**src/rtl/lab2_proc_mem_arbiter.sv**
```systemverilog
// Two-requester (imem/dmem) arbiter onto one in-order memory port, with a source-tag queue for
// response routing. Define LAB2_PROC_MEM_ARB_DMEM_PRIO_EN for fixed dmem priority instead of RR.
`timescale 1ns/1ps

package lab2_proc_mem_arbiter_pkg;

  typedef struct packed {
    logic [2:0]  msg_type;
    logic [7:0]  opaque;
    logic [31:0] addr;
    logic [1:0]  len;
    logic [31:0] data;
  } mem_req_4B_t;

  typedef struct packed {
    logic [2:0]  msg_type;
    logic [7:0]  opaque;
    logic [1:0]  test;
    logic [1:0]  len;
    logic [31:0] data;
  } mem_resp_4B_t;

endpackage

module lab2_proc_mem_arbiter
  import lab2_proc_mem_arbiter_pkg::*;
#(
  parameter int unsigned p_max_outstanding = 4
) (
  input  logic                                 clk,
  input  logic                                 reset,

  input  mem_req_4B_t                          imem_reqstream_msg,
  input  logic                                 imem_reqstream_val,
  output logic                                 imem_reqstream_rdy,

  output mem_resp_4B_t                         imem_respstream_msg,
  output logic                                 imem_respstream_val,
  input  logic                                 imem_respstream_rdy,

  input  mem_req_4B_t                          dmem_reqstream_msg,
  input  logic                                 dmem_reqstream_val,
  output logic                                 dmem_reqstream_rdy,

  output mem_resp_4B_t                         dmem_respstream_msg,
  output logic                                 dmem_respstream_val,
  input  logic                                 dmem_respstream_rdy,

  output mem_req_4B_t                          mem_reqstream_msg,
  output logic                                 mem_reqstream_val,
  input  logic                                 mem_reqstream_rdy,

  input  mem_resp_4B_t                         mem_respstream_msg,
  input  logic                                 mem_respstream_val,
  output logic                                 mem_respstream_rdy,

  output logic [$clog2(p_max_outstanding):0]   num_outstanding
);

  localparam int unsigned AddrW = $clog2(p_max_outstanding);

  logic [p_max_outstanding-1:0] tags_q;
  logic [AddrW-1:0]             wr_ptr_q;
  logic [AddrW-1:0]             rd_ptr_q;
  logic [AddrW:0]               count_q;

  logic full;
  logic empty;
  logic head_dmem;
  logic grant_dmem;
  logic imem_pick;
  logic dmem_pick;
  logic can_req;
  logic resp_live;
  logic req_fire;
  logic resp_fire;

  assign full      = (count_q == (AddrW+1)'(p_max_outstanding));
  assign empty     = (count_q == '0);
  assign head_dmem = tags_q[rd_ptr_q];

`ifdef LAB2_PROC_MEM_ARB_DMEM_PRIO_EN
  always_comb begin
    grant_dmem = dmem_reqstream_val;
    imem_pick  = !dmem_reqstream_val;
    dmem_pick  = 1'b1;
  end
`else
  logic last_grant_q;

  // *_pick says "this requester would win if valid", so its rdy never looks at its own val.
  always_comb begin
    grant_dmem = dmem_reqstream_val && (!imem_reqstream_val || !last_grant_q);
    imem_pick  = !dmem_reqstream_val || last_grant_q;
    dmem_pick  = !imem_reqstream_val || !last_grant_q;
  end

  always_ff @(posedge clk or posedge reset) begin
    if (reset) begin
      last_grant_q <= 1'b1;
    end else if (req_fire) begin
      last_grant_q <= grant_dmem;
    end
  end
`endif

  always_comb begin
    can_req            = mem_reqstream_rdy && !full && !reset;
    imem_reqstream_rdy = imem_pick && can_req;
    dmem_reqstream_rdy = dmem_pick && can_req;
    mem_reqstream_val  = (imem_reqstream_val || dmem_reqstream_val) && !full && !reset;
    mem_reqstream_msg  = grant_dmem ? dmem_reqstream_msg : imem_reqstream_msg;
    req_fire           = mem_reqstream_val && mem_reqstream_rdy;

    resp_live           = !empty && !reset;
    imem_respstream_msg = mem_respstream_msg;
    dmem_respstream_msg = mem_respstream_msg;
    imem_respstream_val = resp_live && !head_dmem && mem_respstream_val;
    dmem_respstream_val = resp_live && head_dmem && mem_respstream_val;
    mem_respstream_rdy  = resp_live && (head_dmem ? dmem_respstream_rdy : imem_respstream_rdy);
    resp_fire           = mem_respstream_val && mem_respstream_rdy;
  end

  // Enqueue is already blocked when full via mem_reqstream_val, so a same-edge dequeue cannot
  // let a new tag in.
  always_ff @(posedge clk or posedge reset) begin
    if (reset) begin
      tags_q   <= '0;
      wr_ptr_q <= '0;
      rd_ptr_q <= '0;
      count_q  <= '0;
    end else begin
      if (req_fire) begin
        tags_q[wr_ptr_q] <= grant_dmem;
        wr_ptr_q         <= wr_ptr_q + AddrW'(1);
      end
      if (resp_fire) begin
        rd_ptr_q <= rd_ptr_q + AddrW'(1);
      end
      if (req_fire && !resp_fire) begin
        count_q <= count_q + (AddrW+1)'(1);
      end else if (!req_fire && resp_fire) begin
        count_q <= count_q - (AddrW+1)'(1);
      end
    end
  end

  assign num_outstanding = count_q;

endmodule
```
**config.mk**
```make
export PLATFORM = sky130hd
export DESIGN_NAME = lab2_proc_mem_arbiter
export DESIGN_NICKNAME = d
export VERILOG_FILES = /design/src/rtl/lab2_proc_mem_arbiter.sv
export SDC_FILE = /design/constraint.sdc
export NUM_CORES = 1
export LEC_CHECK = 0
export ABC_AREA = 1
export ABC_CLOCK_PERIOD_IN_PS = 1900
export BUFFER_PORTS_ARGS = -buffer_cell sky130_fd_sc_hd__buf_2
export CAP_MARGIN = 20
export CORE_AREA = 2 2 153 155
export CTS_CLUSTER_DIAMETER = 50
export DETAILED_ROUTE_END_ITERATION = 10
export DIE_AREA = 0 0 155 157
export HOLD_SLACK_MARGIN = 0.08
export SLEW_MARGIN = 25
export SYNTH_ARGS = -nofsm -noshare
export SYNTH_HDL_FRONTEND = slang
export SYNTH_SLANG_ARGS = --single-unit
```
**constraint.sdc**
```tcl
create_clock -name clk -period 1.9 [get_ports clk]
set_input_delay 0.285 -clock clk [delete_from_list [all_inputs] [get_ports clk]]
set_output_delay 0.285 -clock clk [all_outputs]
set_load 0.02 [all_outputs]
```
==> results.yml <==
clock_tree:
  clock_insertion_delay_worst_skew_ns: 0.24
  ctsLongestPathBuffers: 2
  cts.hold.buffers_added: 0
  clkSinkCount: 12
  clkSlewWorstSetupHoldPaths_ns: 0.04
  tritoncts: "yes"
  cts-buffers-inserted: 3
  ctsHtreeMaxLevel: 1
  clk_root_buffer_cell: "clkbuf_16"
setup_path:
  worstReg2RegEnd: "num_outstanding[1]"
  worstSetupStartpointType: "flop"
  worst-r2r-cell-count: 10
  crit_slowest_cell: "dfrtp_2"
  worstPathRequired_ns: 2.02
  path_common_cell: "nand2_2"
  critical_path.cell_chain: "inv_2 > nand2_2 > nand3_2 > nand2_2 > nand2_2 > nand4_4 > ha_4 > inv_2 > fa_2 > mux2_2"
  largest_fanout_on_the_critical_path: 5
  highest_cell_delay_on_the_worst_timing_path_ns: 0.42
  setup.reg_to_reg.worst_slack_ns: -0.02
  cp_data_arrival_time_ns: 2.04
  rr_startpoint: "rd_ptr_q[0]"
  critPathCaptureType: "flop"
  timing.setup.critical_path_class: "flop to flop"
placement:
  port_buffers: 247
  replace_congestion: 0.721
  place.detailed.hpwl_mm: 8.37
detailed_routing:
  ant_nets: 0
  drt_wl_total_mm: 12.0
  vias: 3135
  avgViaCountPerCell: 3.53
  route.detailed.drc: 0
  drtIter0Drc: 160
  first_pass_iters: 4
  route.detailed.wl_per_inst_um: 13.5
yosys:
  synth_cell_types: 27
  yosysSeqAreaShare_pct: 12.1
  synth.cells.most_frequent: "nand2_1, buf_4, inv_1"
  synth_seq_cells: 12
  synth-edff-count: 0
  synthesis.yosys.warnings: 0
  post_synth_instance_area_um2: 2490
  synthMostInstantiatedCell: "nand2_1"
  synth_area_leaders: "nand2_1, buf_4, dfrtp_1"
  syn_avg_cell_area_um2: 5.67
  net_count_after_synthesis: 654
  synthDominantAreaCellType: "nand2_1"
  postSynthCellCount: 439
  dominantRegCellSynth: "dfrtp_1"
  async_reset_ff_share_pct: 100
  synth_largest_type_area_fraction_pct: 38.4
sta:
  rsz0062_at_grt: "true"
  fin_ws_ns: -0.0167
  finalHoldViolations: 0
  setup_violators_final: 1
  max_freq_ghz: 0.522
  worst-slew-pin-transition_ns: 0.384
  worst_slew_margin_relative_to_its_limit_pct: 74.3
  worst_hold_slack_ns: 0.124
  final_period_minus_worst_setup_slack_ns: 1.92
  max_slew_violation_count: 0
  finalCritPeriodShare_pct: 101
  skew_ns: 0.00101
final_layout:
  count_of_antenna_diodes_in_the_layout: 0
  finish.net_count: 820
  area_delta_synth_final_pct: 60.4
  layout_cells_sized_above_1_pct: 52.5
  fill_cells: 2573
pwr:
  totalPowerFinal_mw: 3.45
  power_density_nw_per_um2: 864
  power.ir.vdd_worst_mv: 0.268
  leakage_nw: 2.36
outcome:
  failed_checks: "negative setup slack"
  result_of_the_run: "finished, violations left"
floorplan:
  design.core.area_um2: 22500
  num_rows: 55
  die_outline_area_um2: 24300
  ios: 389
  dieHeight_um: 157
  die_x_um: 155
  floorplan.initialDensity_pct: 11.1
global_routing:
  grt_first_pass_wirelength_mm: 13.2
  grt_pass1_vias: 2624
  grt_antenna_before_repair: 2
  grtUsageTotal_pct: 6.91
  grt_max_degree: 51
  globalRouteOverflowTotal: 0
flow_run:
  count_of_max_cap_constraint_violations: 0
hold_path:
  hold_path_class: "input port to async pin"
==> per-stage QoR <==
stage	TNS, ns	utilization [%]	cell area [um^2]	worst slack [ns]	std cells
detailed placement	-0.0418	15.5	3480	-0.0418	873
finish	-0.0167	17.8	4000	-0.0167	889
global placement	-0.0121	15.5	3480	-0.0121	873
global route	-0.245	17.8	4000	-0.105	889
CTS	-0.0314	15.9	3570	-0.0314	877
floorplan	-0.00982	-	2530	-0.00982	439
==> where the power goes <==
group | switching, mW | internal [mW] | leakage [nW]
sequential | 0.110 | 0.396 | 0.140
combinational | 1.46 | 1.06 | 2.18
clock | 0.108 | 0.317 | 0.0442
==> worst max path at each step <==
| stage | from | endpoint | slack (ns) | depth (start not counted) |
|---|---|---|---|---|
| finish | rd_ptr_q[0] | num_outstanding[1] | -0.02 | 10 |
| global route | rd_ptr_q[0] | num_outstanding[1] | -0.10 | 10 |
| CTS | rd_ptr_q[0] | num_outstanding[1] | -0.03 | 10 |
| detailed placement | rd_ptr_q[0] | num_outstanding[1] | -0.04 | 10 |
| global placement | rd_ptr_q[0] | num_outstanding[1] | -0.01 | 10 |
| floorplan | num_outstanding[1] | num_outstanding[1] | -0.01 | 8 |
==> critical path, delay by kind of cell (launching register included) <==
family	cells	cell delay, ns
adder cells (fa/ha/maj)	2	0.60
buffers and inverters	2	0.15
flip-flops	1	0.42
multiplexers	1	0.26
AND/OR/NAND/NOR	5	0.38
==> cells by family (layout without fill, tap and decap cells) <==
kind of cell | Yosys count | count (layout) | synth area share [%]
fa+ha+maj | 6 | 6 | 3.31
compound gates | 11 | 11 | 2.66
flops | 12 | 12 | 12.1
buf+inv | 128 | 293 | 34.6
xor+xnor | 4 | 4 | 1.41
mux | 1 | 1 | 0.452
simple gates | 277 | 277 | 45.5
==> cell usage in the layout (no fill, tap or decap), drive strengths merged, types with 4 or more instances in the layout <==
cell type / n
dfrtp: 11
buf: 265
a21oi: 4
clkbuf: 10
nor2: 6
inv: 17
o21ai: 7
ha: 5
nand3: 9
nand2: 259
==> sequential cells by signal, indices dropped and copies added (netlist names) <==
register,flops
tags_q,4
wr_ptr_q,2
num_outstanding,3
rd_ptr_q,2
last_grant_q,1
==> per-layer routing <==
layer / vias up / global-route usage [%] / wire length (um)
li1: 1555 / - / -
met1: 1324 / 7.60 / 4560
met3: 37 / 2.97 / 1340
met4: 2 / 3.04 / 275
met5: - / 0 / 12
met2: 217 / 11.6 / 5790
==> cell type report <==
type                       count  area [um^2]  share of cell area, %
multi-input combinational    299         1400                   35.1
timing repair buffer         271         1770                   44.2
sequential                    12          307                   7.67
inverter                      18         76.3                   1.91
tap                          285          357                   8.92
clock buffer                   4         88.8                   2.22
==> timing repair <==
item | CTS | global route
gates cloned | 0 | 7
setup endpoints to repair | 2 | 37
setup buffers | 0 | 5
resized for setup | 2 | 84
endpoints found under the hold margin | 0 | 0
pin swaps | 2 | 6
(Power assumes the default switching activity.)
